===== config.mk =====
export PLATFORM = sky130hd
export DESIGN_NAME = div_share_ctrl
export DESIGN_NICKNAME = d
export VERILOG_FILES = /design/src/rtl/div_share_ctrl.sv
export SDC_FILE = /design/constraint.sdc
export NUM_CORES = 1
export LEC_CHECK = 0
export ABC_AREA = 1
export BUFFER_PORTS_ARGS = -buffer_cell sky130_fd_sc_hd__buf_2
export CAP_MARGIN = 0
export CORE_ASPECT_RATIO = 1.75
export CORE_MARGIN = 3
export CORE_UTILIZATION = 52
export CTS_CLUSTER_SIZE = 24
export DETAILED_ROUTE_END_ITERATION = 7
export GPL_ROUTABILITY_DRIVEN = 0
export GPL_TIMING_DRIVEN = 0
export HOLD_SLACK_MARGIN = 0.1
export PLACE_DENSITY = 0.88
export SLEW_MARGIN = 20
export SYNTH_ARGS = -nofsm -noshare
export SYNTH_HDL_FRONTEND = slang
export SYNTH_SLANG_ARGS = --single-unit

===== constraint.sdc =====
create_clock -name clk -period 5.5 [get_ports clk]
set_input_delay 0.275 -clock clk [delete_from_list [all_inputs] [get_ports clk]]
set_output_delay 0.275 -clock clk [all_outputs]
set_load 0.005 [all_outputs]

===== src/rtl/div_share_ctrl.sv =====
// Round-robin arbiter/sequencer that time-shares one iterative 8-bit divider among N_REQ requesters.
// Each job clears the divider, launches it, bounds the wait, and returns quotient/remainder to the winner.
module div_share_ctrl #(
    parameter int N_REQ   = 4,
    parameter int TIMEOUT = 300
) (
    input  logic                 clk,
    input  logic                 rst,
    input  logic [N_REQ-1:0]     i_req_valid,
    input  logic [8*N_REQ-1:0]   i_req_num,
    input  logic [8*N_REQ-1:0]   i_req_den,
    output logic [N_REQ-1:0]     o_req_ready,
    output logic [N_REQ-1:0]     o_rsp_valid,
    output logic [7:0]           o_rsp_res,
    output logic [7:0]           o_rsp_rem,
    output logic [1:0]           o_rsp_err,
    output logic                 o_busy,
    output logic                 o_div_rst,
    output logic                 o_div_start,
    output logic [7:0]           o_div_num,
    output logic [7:0]           o_div_den,
    input  logic [7:0]           i_div_res,
    input  logic [7:0]           i_div_rem,
    input  logic                 i_div_done
);

    localparam int IDX_W = $clog2(N_REQ);
    localparam int CNT_W = $clog2(TIMEOUT);

    localparam logic [1:0] ERR_OK   = 2'b00;
    localparam logic [1:0] ERR_DIV0 = 2'b01;
    localparam logic [1:0] ERR_TOUT = 2'b10;

    typedef enum logic [2:0] {
        S_IDLE,
        S_CLR,
        S_START,
        S_WAIT,
        S_RESP
    } state_t;

    state_t             r_state;
    state_t             w_state_nxt;
    logic [IDX_W-1:0]   r_rr_ptr;
    logic [IDX_W-1:0]   r_grant;
    logic [IDX_W-1:0]   w_grant_idx;
    logic [IDX_W-1:0]   w_cand_idx;
    logic [IDX_W-1:0]   w_rr_nxt;
    logic               w_grant_found;
    logic               w_accept;
    logic               w_timeout;
    int                 w_cand;
    logic [7:0]         w_num_sel;
    logic [7:0]         w_den_sel;
    logic [7:0]         r_num;
    logic [7:0]         r_den;
    logic [7:0]         r_res;
    logic [7:0]         r_rem;
    logic [1:0]         r_err;
    logic [CNT_W-1:0]   r_cnt;
    logic               r_to_flag;

    // Scan from the highest rotated offset down so the lowest offset from r_rr_ptr wins.
    always_comb begin
        w_grant_found = 1'b0;
        w_grant_idx   = '0;
        w_cand        = 0;
        w_cand_idx    = '0;
        for (int k = N_REQ - 1; k >= 0; k--) begin
            w_cand     = (int'(r_rr_ptr) + k) % N_REQ;
            w_cand_idx = IDX_W'(w_cand);
            if (i_req_valid[w_cand_idx]) begin
                w_grant_found = 1'b1;
                w_grant_idx   = w_cand_idx;
            end
        end
    end

    assign w_num_sel = i_req_num[{w_grant_idx, 3'b000} +: 8];
    assign w_den_sel = i_req_den[{w_grant_idx, 3'b000} +: 8];
    assign w_rr_nxt  = (w_grant_idx == IDX_W'(N_REQ - 1)) ? '0 : w_grant_idx + IDX_W'(1);
    assign w_timeout = (r_cnt == CNT_W'(TIMEOUT - 1));

    // NOTE: accept is gated by rst so no requester sees req_ready for a job that reset discards.
    assign w_accept = (r_state == S_IDLE) && w_grant_found && !rst;

    always_ff @(posedge clk) begin
        if (rst) begin
            r_state <= S_IDLE;
        end else begin
            r_state <= w_state_nxt;
        end
    end

    always_comb begin
        w_state_nxt = r_state;
        o_req_ready = '0;
        o_div_rst   = 1'b0;
        o_div_start = 1'b0;
        case (r_state)
            S_IDLE: begin
                if (w_accept) begin
                    o_req_ready = N_REQ'(1) << w_grant_idx;
                    w_state_nxt = (w_den_sel == 8'd0) ? S_RESP : S_CLR;
                end
            end
            S_CLR: begin
                o_div_rst   = 1'b1;
                w_state_nxt = S_START;
            end
            S_START: begin
                o_div_start = 1'b1;
                w_state_nxt = S_WAIT;
            end
            S_WAIT: begin
                if (i_div_done || w_timeout) begin
                    w_state_nxt = S_RESP;
                end
            end
            S_RESP: begin
                o_div_rst   = r_to_flag;
                w_state_nxt = S_IDLE;
            end
            default: w_state_nxt = S_IDLE;
        endcase
    end

    // NOTE: sequential state uses non-blocking assignments so every register samples pre-edge values.
    always_ff @(posedge clk) begin
        if (rst) begin
            r_rr_ptr  <= '0;
            r_grant   <= '0;
            r_num     <= '0;
            r_den     <= '0;
            r_res     <= '0;
            r_rem     <= '0;
            r_err     <= ERR_OK;
            r_cnt     <= '0;
            r_to_flag <= 1'b0;
        end else begin
            case (r_state)
                S_IDLE: begin
                    if (w_accept) begin
                        r_num    <= w_num_sel;
                        r_den    <= w_den_sel;
                        r_grant  <= w_grant_idx;
                        r_rr_ptr <= w_rr_nxt;
                        if (w_den_sel == 8'd0) begin
                            r_res <= 8'hFF;
                            r_rem <= w_num_sel;
                            r_err <= ERR_DIV0;
                        end
                    end
                end
                S_WAIT: begin
                    if (i_div_done) begin
                        r_res <= i_div_res;
                        r_rem <= i_div_rem;
                        r_err <= ERR_OK;
                        r_cnt <= '0;
                    end else if (w_timeout) begin
                        r_res     <= '0;
                        r_rem     <= '0;
                        r_err     <= ERR_TOUT;
                        r_to_flag <= 1'b1;
                        r_cnt     <= '0;
                    end else begin
                        r_cnt <= r_cnt + CNT_W'(1);
                    end
                end
                S_RESP: r_to_flag <= 1'b0;
                default: ;
            endcase
        end
    end

    assign o_rsp_valid = (r_state == S_RESP && !rst) ? (N_REQ'(1) << r_grant) : '0;
    assign o_rsp_res   = r_res;
    assign o_rsp_rem   = r_rem;
    assign o_rsp_err   = r_err;
    assign o_busy      = (r_state != S_IDLE);
    assign o_div_num   = r_num;
    assign o_div_den   = r_den;

endmodule


==> results.toml <==
[sta]
period_share_pct = 52.69
worstMarginPinSlew_ns = 0.7023
maxSlewViolCount = 0
final_hold_viol_count = 0
finalCriticalPeriod_ns = 2.898
finalSetupTns_ns = 0
max_slew_margin_pct = 52.82
fmax_mhz = 345.1
rsz0062_at_grt = "false"
clock_skew_ns = 0.008929
setup_viol = 0

[layout]
seq_area_um2 = 1021
drive_gt1_share_pct = 28.50
fillCellCount = 505
n_antenna_cell = 0
utilization_pct = 69.60
area.growth.synth_to_final_pct = 28.05
nets = 698
multi_input_area_um2 = 1745

[clock_network]
clk_path_buf_depth = 2
numCtsBuffers = 5
cts_max_level = 2
cts_resized = 0
cts_sinks = 51
clk_pin_slew_ns = 0.10
cts_tree = "yes"
cts_root_buffer = "clkbuf_8"
cts_hold_buf = 0
clock_latency_ns = 0.32
post_cts_buffers = 0

[critical_path]
crit_buf_inv = 4
slowest_delay_ns = 0.59
timing.rr.end = "o_rsp_rem[5]"
r2r_start = "r_state[0]"
crit_end = "o_req_ready[2]"
crit_type = "reg2out"
worstPathRequired_ns = 5.22
crit_start = "r_rr_ptr[0]"
cp_cell_sequence = "buf_6 > nand2_1 > nand3_1 > nand2_2 > o41ai_4 > nor2_2 > inv_1 > clkbuf_1 > nor2_1 > buf_2"
crit_path_end_kind = "primary output"
slowest_stage = "o41ai_4"
critical_path_peak_fanout = 10
start_kind = "flop"
reg2reg_slack_ns = 2.93
crit_arrival_ns = 2.62
cp.depth = 10
rr_worst_depth = 10
cp_top_family = "buffers and inverters"

[run]
maxCapViolCount = 0

[floorplanning]
die-height_um = 107.5
die_w_um = 63.99
io_pins = 132
design.core.area_um2 = 5630
row_count = 36
die_area_um2 = 6878
initial_utilization_pct = 54.36

[synth]
syn_nets = 561
synth_area_um2 = 3060
synth_cell_types = 34
synthDominantAreaCellType = "dfxtp_1"
synth_warnings = 0
synth.top_cell.area_share_pct = 33.36
seq_area_frac_synth_pct = 33.36
synth_area_per_cell_um2 = 6.525
syn_inst = 469
synth-main-ff-cell = "dfxtp_1"
yosys-top-cells-area = "dfxtp_1, nand2_1, nand3_1"
synth_seq_cells = 51
synth_edf_count = 0
async_reset_ff_share_pct = 0

[drt]
dr.pass1.iters = 4
first_iter_violations = 242
drt_wl_total_mm = 9.049
drc = 0
antenna_left = 0
num_vias = 3621
viasPerCell = 5.302
wl_per_cell_um = 13.25

[outcome]
status = "completed"

[grt]
grt.total_usage_pct = 26.50
grt_pass1_vias = 3552
grt_pass1_wl_mm = 14.68
grt_antenna_before_repair = 0
grt_max_degree = 17
globalRoute.totalOverflow = 0

[power]
irDropWorstVdd_mv = 0.3397
power_density_nw_per_um2 = 565.1
p_leak_nw = 1.981

[worst_hold_path]
hold_path.class = "in2reg"
hp-start = "i_div_res[3]"

[placed_design]
hpwl_mm = 7.312
port_buffers = 130
cells in the final DEF, fill, tap and decap left out, drive strengths merged:
master / count
o22ai: 4
and3: 1
nand2: 134
clkbuf: 17
o41ai: 1
a211oi: 1
bufinv: 1
a21oi: 26
buf: 143
nor4: 1
o221a: 1
dfxtp: 51
ha: 5
nand4: 1
nand3b: 11
nor3: 9
o21ai: 34
inv: 42
nor2: 35
clkinv: 2
a31oi: 1
nand3: 83
a221oi: 2
a32oi: 1
metrics by stage:
stage               std cells  total power, mW  hold WS (ns)  instance area (um^2)  worst slack (ns)
finish                    683            2.215        0.2071                  3919             2.602
global route              683            2.425        0.2216                  3919             2.364
CTS                       683            2.210        0.2062                  3919             2.587
floorplan                 469            1.539        0.4350                  3060             3.425
global placement          675            1.894        0.4328                  3806             2.988
detailed placement        675            1.941        0.4387                  3806             2.934
tightest hold or removal path, delay by kind of cell:
family	cells	cell delay (ns)
AOI/OAI and AO/OA	1	0.05
buffers and inverters	1	0.07
and+or+nand+nor	1	0.09
Yosys cell counts (all sizes together) (2+ instances only):
cell type and count:
dfxtp 51, nand3b 11, a221oi 2, buf 13, nand2 134, nor2 35, a21oi 26, ha 5
o22ai 4, nor3 9, clkbuf 12, nand3 83, o21ai 34, inv 42
layout make-up:
cell class,count,area share (%)
Buffer,25,3.416
Clock buffer,5,1.756
Clock inverter,3,1.117
Inverter,42,4.087
Multi-Input combinational cell,351,44.54
Sequential cell,51,26.05
Tap cell,76,2.427
Timing Repair Buffer,130,16.60
power by group:
part           switching (mW)  internal, mW  total (mW)
Sequential             0.0660         0.493       0.559
Clock                   0.133         0.136       0.269
Combinational           0.875         0.512        1.39
Total                    1.07          1.14        2.21
worst min path at each step:
stage / end / cells after the start / slack [ns]
3_5_place_dp: o_rsp_err[0] / 2 / 0.44
6_report: o_rsp_res[3] / 3 / 0.21
3_3_place_gp: o_rsp_err[0] / 2 / 0.43
5_1_grt: o_rsp_res[3] / 3 / 0.22
2_1_floorplan: o_rsp_res[0] / 2 / 0.43
4_1_cts: o_rsp_res[7] / 3 / 0.21
flip-flops by register name, indices dropped and copies added (netlist names):
name,count
r_cnt,9
o_div_den,8
o_div_num,8
o_rsp_rem,8
o_rsp_res,8
r_state,3
o_rsp_err,2
r_grant,2
r_rr_ptr,2
r_to_flag,1
logic make-up (layout without fill, tap and decap cells):
group | count (synthesis) | after routing | share of synthesized area, %
buf+inv | 67 | 205 | 9.607
compound gates | 71 | 71 | 13.45
flops | 51 | 51 | 33.36
fa+ha+maj | 5 | 5 | 2.044
simple gates | 275 | 275 | 41.54
metal layers:
layer	global-route usage [%]	up-vias	wire, um
met3	5.538	30	669
met2	50.93	165	4868
met4	13.60	0	343
met5	0	-	0
li1	-	1820	-
met1	25.57	1606	3168
Power figures use the tool's default switching activity.
